==> config.mk <==
export PLATFORM = sky130hd
export DESIGN_NAME = clkdiv_multi
export DESIGN_NICKNAME = d
export VERILOG_FILES = /design/src/rtl/clkdiv_pkg.sv /design/src/rtl/clkdiv_channel.sv /design/src/rtl/clkdiv_multi.sv
export SDC_FILE = /design/constraint.sdc
export NUM_CORES = 1
export LEC_CHECK = 0
export BUFFER_PORTS_ARGS = -buffer_cell sky130_fd_sc_hd__buf_2
export CORE_ASPECT_RATIO = 0.7
export CORE_UTILIZATION = 37
export DETAILED_ROUTE_END_ITERATION = 10
export MAX_ROUTING_LAYER = met4
export PLACE_DENSITY = 0.6
export SLEW_MARGIN = 20
export SYNTH_ARGS = -nofsm -noshare
export SYNTH_HDL_FRONTEND = slang
export SYNTH_SLANG_ARGS = --single-unit
export TNS_END_PERCENT = 10
==> constraint.sdc <==
create_clock -name i_clk -period 2.4 [get_ports i_clk]
set_clock_uncertainty 0.15 [all_clocks]
set_input_delay 0.12 -clock i_clk [delete_from_list [all_inputs] [get_ports i_clk]]
set_output_delay 0.12 -clock i_clk [all_outputs]
set_load 0.02 [all_outputs]
==> src/rtl/clkdiv_pkg.sv <==
// clkdiv_pkg: shared types for the multi-channel tick/blink generator.
//   mode_e : per-channel output pattern selector (OFF/ON/BLINK/ONESHOT)
//   MODE_W : width of the encoded mode field on the config port
package clkdiv_pkg;

  localparam int unsigned MODE_W = 2;

  typedef enum logic [MODE_W-1:0] {
    MODE_OFF     = 2'd0,
    MODE_ON      = 2'd1,
    MODE_BLINK   = 2'd2,
    MODE_ONESHOT = 2'd3
  } mode_e;

endpackage

==> src/rtl/clkdiv_channel.sv <==
// clkdiv_channel: one period/duty pattern generator advanced by the shared tick.
// Ports:
//   i_clk, i_rst_n : clock, asynchronous active-low reset
//   i_tick         : advance phase by one step
//   i_apply        : load mode/period/duty and restart phase at 0 (wins over i_tick)
//   i_mode         : pattern to load on i_apply
//   i_period       : phase wraps after reaching this value (cycle = period+1 ticks)
//   i_duty         : output high while phase < duty (BLINK/ONESHOT)
//   o_out          : registered output, lags the channel state by one cycle
module clkdiv_channel
  import clkdiv_pkg::*;
#(
  parameter int unsigned PER_W = 16
) (
  input  logic             i_clk,
  input  logic             i_rst_n,
  input  logic             i_tick,
  input  logic             i_apply,
  input  mode_e            i_mode,
  input  logic [PER_W-1:0] i_period,
  input  logic [PER_W-1:0] i_duty,
  output logic             o_out
);

  mode_e            r_mode;
  logic [PER_W-1:0] r_period;
  logic [PER_W-1:0] r_duty;
  logic [PER_W-1:0] r_phase;
  logic             r_out;

  mode_e            w_mode_d;
  logic [PER_W-1:0] w_phase_d;
  logic             w_out_d;

  always_comb begin
    w_mode_d  = r_mode;
    w_phase_d = r_phase;
    if (i_tick) begin
      if (r_phase >= r_period) begin
        w_phase_d = '0;
      end else begin
        w_phase_d = r_phase + PER_W'(1);
      end
      // A oneshot retires itself once its single cycle has completed.
      if ((r_mode == MODE_ONESHOT) && (r_phase == r_period)) begin
        w_mode_d  = MODE_OFF;
        w_phase_d = '0;
      end
    end
  end

  always_comb begin
    w_out_d = 1'b0;
    unique case (r_mode)
      MODE_OFF:     w_out_d = 1'b0;
      MODE_ON:      w_out_d = 1'b1;
      MODE_BLINK:   w_out_d = (r_phase < r_duty);
      MODE_ONESHOT: w_out_d = (r_phase < r_duty);
      default:      w_out_d = 1'b0;
    endcase
  end

  always_ff @(posedge i_clk or negedge i_rst_n) begin
    if (!i_rst_n) begin
      r_mode   <= MODE_OFF;
      r_period <= '0;
      r_duty   <= '0;
      r_phase  <= '0;
      r_out    <= 1'b0;
    end else begin
      if (i_apply) begin
        r_mode   <= i_mode;
        r_period <= i_period;
        r_duty   <= i_duty;
        r_phase  <= '0;
      end else begin
        r_mode  <= w_mode_d;
        r_phase <= w_phase_d;
      end
      r_out <= w_out_d;
    end
  end

  assign o_out = r_out;

endmodule

==> src/rtl/clkdiv_multi.sv <==
// clkdiv_multi: programmable prescaler tick plus CHANNELS pattern generators.
// Ports:
//   i_clk, i_rst_n     : system clock (global buffer net), async active-low reset
//   i_en               : global enable; low freezes prescaler, step and channel phases
//   i_pre_div          : prescaler reload; tick period = pre_div+1 clocks, sampled on reload
//   o_tick             : one-cycle pulse per prescaler wrap
//   o_step             : free-running tick counter
//   i_cfg_valid/o_cfg_ready : config handshake, one outstanding update
//   i_cfg_ch, i_cfg_mode, i_cfg_period, i_cfg_duty : config payload
//   o_ch_out           : registered channel outputs
module clkdiv_multi
  import clkdiv_pkg::*;
#(
  parameter int unsigned CHANNELS = 3,
  parameter int unsigned DIV_W    = 24,
  parameter int unsigned PER_W    = 16,
  parameter int unsigned STEP_W   = 3,
  localparam int unsigned CH_W    = (CHANNELS > 1) ? $clog2(CHANNELS) : 1
) (
  input  logic                i_clk,
  input  logic                i_rst_n,
  input  logic                i_en,
  input  logic [DIV_W-1:0]    i_pre_div,
  output logic                o_tick,
  output logic [STEP_W-1:0]   o_step,
  input  logic                i_cfg_valid,
  output logic                o_cfg_ready,
  input  logic [CH_W-1:0]     i_cfg_ch,
  input  logic [MODE_W-1:0]   i_cfg_mode,
  input  logic [PER_W-1:0]    i_cfg_period,
  input  logic [PER_W-1:0]    i_cfg_duty,
  output logic [CHANNELS-1:0] o_ch_out
);

  logic [DIV_W-1:0]  r_pre_cnt;
  logic [STEP_W-1:0] r_step;
  logic              r_pending;
  logic [CH_W-1:0]   r_sh_ch;
  mode_e             r_sh_mode;
  logic [PER_W-1:0]  r_sh_period;
  logic [PER_W-1:0]  r_sh_duty;

  logic w_tick;
  logic w_accept;
  logic w_ch_ok;
  logic w_apply;

  // Reset gating keeps tick low while reset is asserted even if en is high.
  assign w_tick   = i_rst_n & i_en & (r_pre_cnt == '0);
  assign w_accept = i_cfg_valid & ~r_pending;
  assign w_ch_ok  = (32'(i_cfg_ch) < CHANNELS);
  // pending is only set the cycle after accept, so an accept on a tick cycle
  // naturally waits for the following tick. With en low there is no tick,
  // so the update goes in on the next clock instead.
  assign w_apply  = r_pending & (w_tick | ~i_en);

  always_ff @(posedge i_clk or negedge i_rst_n) begin
    if (!i_rst_n) begin
      r_pre_cnt   <= '0;
      r_step      <= '0;
      r_pending   <= 1'b0;
      r_sh_ch     <= '0;
      r_sh_mode   <= MODE_OFF;
      r_sh_period <= '0;
      r_sh_duty   <= '0;
    end else begin
      if (i_en) begin
        r_pre_cnt <= (r_pre_cnt == '0) ? i_pre_div : r_pre_cnt - DIV_W'(1);
      end
      if (w_tick) begin
        r_step <= r_step + STEP_W'(1);
      end
      if (w_apply) begin
        r_pending <= 1'b0;
      end else if (w_accept && w_ch_ok) begin
        // Out-of-range channels are accepted but dropped here.
        r_pending   <= 1'b1;
        r_sh_ch     <= i_cfg_ch;
        r_sh_mode   <= mode_e'(i_cfg_mode);
        r_sh_period <= i_cfg_period;
        r_sh_duty   <= i_cfg_duty;
      end
    end
  end

  for (genvar g = 0; g < CHANNELS; g++) begin : g_ch
    clkdiv_channel #(
      .PER_W(PER_W)
    ) u_ch (
      .i_clk   (i_clk),
      .i_rst_n (i_rst_n),
      .i_tick  (w_tick),
      .i_apply (w_apply && (r_sh_ch == CH_W'(g))),
      .i_mode  (r_sh_mode),
      .i_period(r_sh_period),
      .i_duty  (r_sh_duty),
      .o_out   (o_ch_out[g])
    );
  end

  assign o_tick      = w_tick;
  assign o_step      = r_step;
  assign o_cfg_ready = ~r_pending;

endmodule

==> results.md <==
- Synth Instances: 1,295
- Ys async rst share: 100%
- Worst-path fanout max: 9
- Initial core utilization: 38.0%
- FF+latch count, synth: 217
- CP max stage delay: 510 ps
- CP Cell Sequence: inv_1 > ha_1 > nand4_1 > or4_4 > o32a_1 > nand4_1 > buf_6 > or3_4 > o211ai_1
- Initial antenna violation count: 0
- GRT overflow: 0
- Synth-to-Final Area Change: 34.9%
- # setup viols final: 114
- Max clock buf depth: 3
- Reg clk slew, reported paths: 70 ps
- Pwr Density: 898 mW/mm²
- GPL Wtd Cong: 0.947
- Leak pwr: 0.00745 µW
- Worst-Skew Late Latency: 550 ps
- First-iteration detailed-routing DRC count: 838
- Unrepaired setup endpoints after global routing: true
- Total GRT Usage: 22.8%
- Post-Route WL: 37,000 µm
- Most common cell on crit path: nand4_1
- Final hold vios: 0
- Layout cells sized above 1: 26.2%
- Post-synthesis sequential area ratio: 45.4%
- DRC errors left: 0
- Die area: 0.0330 mm²
- CTS Buf Count: 25
- CTS tree: done
- Worst Setup End Kind: register
- Drt first pass iters: 5
- Min Tclk post-route: 2550 ps
- Quantity of I/O buffers inserted on ports: 71
- Die Height: 152 µm
- Max Freq: 392 MHz
- Vias in the first global route: 9,911
- ANT cells: 0
- Max Cap Viol: 0
- Distinct cells, synth: 63
- Die W: 217 µm
- EDFF count, synth: 0
- H-tree depth: 1
- DP HPWL: 26,600 µm
- Slew Viols, Final: 0
- Status: complete, but fails checks
- Failing checks: negative setup slack
- Worst slew margin: 35.6%
- Syn_nets: 1,458
- CP top delay family: simple AND/OR/NAND/NOR gates
- Mean post-synth cell area: 9.23 µm²
- FP Rows: 54
- Io pins: 72
- Setup WS post-layout: -150 ps
- Clock Sinks: 217
- Worst setup SP type: register
- Synthesized area: 0.0120 mm²
- Setup TNS: -8580 ps
- CTS Root Buffer Type: clkbuf_16
- Worst VDD drop: 0.563 mV
- Worst-Margin Slew: 965 ps
- WL/cell: 18.4 µm
- CP max stage cell: or4_4
- CP bufs+invs: 2
- Via/cell ratio: 5.33
- Ys Warns: 0
- Final net count: 1,743
- Core Area: 0.0315 mm²
- Most common flop cell mapped by yosys: dfrtp_1
- Vias: 10,740
- Largest net degree at the start of global routing: 72
- Critical path arrival: 2830 ps
- Worst Path Class, Setup: reg -> reg
- WP data required: 2680 ps
- Pre-CTS WS: -245 ps
- Global-route wire length before repair: 57,200 µm
- Final period util: 106%
- Min-delay worst type: in -> reg
- Routed Antenna Nets: 0
per-layer routing:
metal	wire length (µm)	part of all wire, %	GRT usage, %	vias to the layer above
li1	-	-	-	5130
met4	416	1.1	2.95	0
met3	2360	6.4	3.25	37
met5	0	0	-	-
met2	15500	42	31.2	329
met1	18800	51	35.7	5244
placed cells by master, fill, tap and decap left out, types with 25 or more instances in the layout:
cell type	instances
nand3_1	38
clkbuf_16	25
o21ai_1	38
nand2_1	185
buf_2	69
dfrtp_1	216
inv_1	111
buf_4	143
a21oi_1	72
o21ai_0	113
mux2_2	43
ha_1	89
dlygate4sd3_1	62
nor2_1	48
sequential cells by signal (all words and copies together), names as in the netlist:
register,count
g_ch.u_ch.o_out,3
g_ch.u_ch.r_phase,48
r_sh_mode,2
r_sh_ch,2
r_sh_period,16
r_sh_duty,16
g_ch.u_ch.r_period,48
r_pending,1
r_pre_cnt,24
o_step,3
g_ch.u_ch.r_duty,48
g_ch.u_ch.r_mode,6
cell families after synthesis:
logic type | share of synthesized area (%)
AO/OA/AOI/OAI | 16.2
XOR/XNOR | 0.293
adder cells (fa/ha/maj) | 10.4
buffers and inverters | 5.84
flip-flops | 45.4
multiplexers | 4.14
AND/OR/NAND/NOR | 17.7
per-stage QoR:
| step | utilization [%] | total power [µW] | cell area, µm² | std cells | hold WS (ps) |
|---|---|---|---|---|---|
| after floorplan | - | 7890 | 12000 | 1295 | -326 |
| after global placement | 44.0 | 9550 | 13900 | 1891 | 202 |
| after detailed placement | 44.0 | 9710 | 13900 | 1891 | 206 |
| after CTS | 49.8 | 14100 | 15700 | 2006 | 64.8 |
| after global routing | 51.2 | 15400 | 16100 | 2016 | 88.7 |
| final | 51.2 | 14500 | 16100 | 2016 | 70.0 |
cell type report:
cell class | instances | area (µm²)
Timing Repair Buffer | 304 | 2530
Sequential cell | 217 | 5430
Clock buffer | 33 | 676
Fill cell | 2840 | 15400
Tap cell | 420 | 526
Inverter | 118 | 443
Multi-Input combinational cell | 914 | 6340
Clock inverter | 10 | 171
final timing paths:
path / end / from / slack [ps] / cells past startpoint
worst max-delay path: g_ch[1].u_ch.r_phase[6]$_DFFE_PN0P_ / g_ch[1].u_ch.r_period[13]$_DFFE_PN0P_ / -150 / 9
worst min-delay path: r_pending$_DFFE_PN0P_ / i_cfg_valid / 70 / 4
worst max register to register: g_ch[1].u_ch.r_phase[6]$_DFFE_PN0P_ / g_ch[1].u_ch.r_period[13]$_DFFE_PN0P_ / -150 / 9
worst min register to register: o_step[2]$_DFFE_PN0P_ / o_step[2]$_DFFE_PN0P_ / 330 / 1
max in group asynchronous: g_ch[2].u_ch.r_period[5]$_DFFE_PN0P_ / i_rst_n / 560 / 4
min in group asynchronous: r_pre_cnt[9]$_DFFE_PN0P_ / i_rst_n / 250 / 3
worst min-delay path: stages:
cell    delay, ps
buf_2          70
and3_2        190
buf_12        240
a21o_1        110
cells in the mapped netlist (all sizes together) (22+ instances only):
master / instances / area (µm²)
inv: 117 / 439
nand4: 23 / 144
o21ai: 156 / 785
buf: 25 / 176
dfrtp: 217 / 5430
nand3: 42 / 210
ha: 99 / 1240
nor3: 29 / 145
nand2: 187 / 702
a21oi: 76 / 380
mux2: 43 / 484
nor2: 51 / 215
a21o: 22 / 165
power breakdown:
part,leakage [µW],internal (µW),total [µW],switching (µW)
sequential,0.00273,4820,5540,719
combinational,0.00431,2180,4930,2750
clock,0.000412,2420,4020,1600
total,0.00745,9420,14500,5060
what timing repair did:
action,4_1_cts,5_1_grt
hold buffers,62,0
endpoints found under the setup margin,154,171
endpoints found under the hold margin,128,0
buffers inserted,8,10
gates resized for setup,67,90
pin swaps,20,21
gates cloned,2,0
Note: power is estimated with default switching activity, not from simulation.
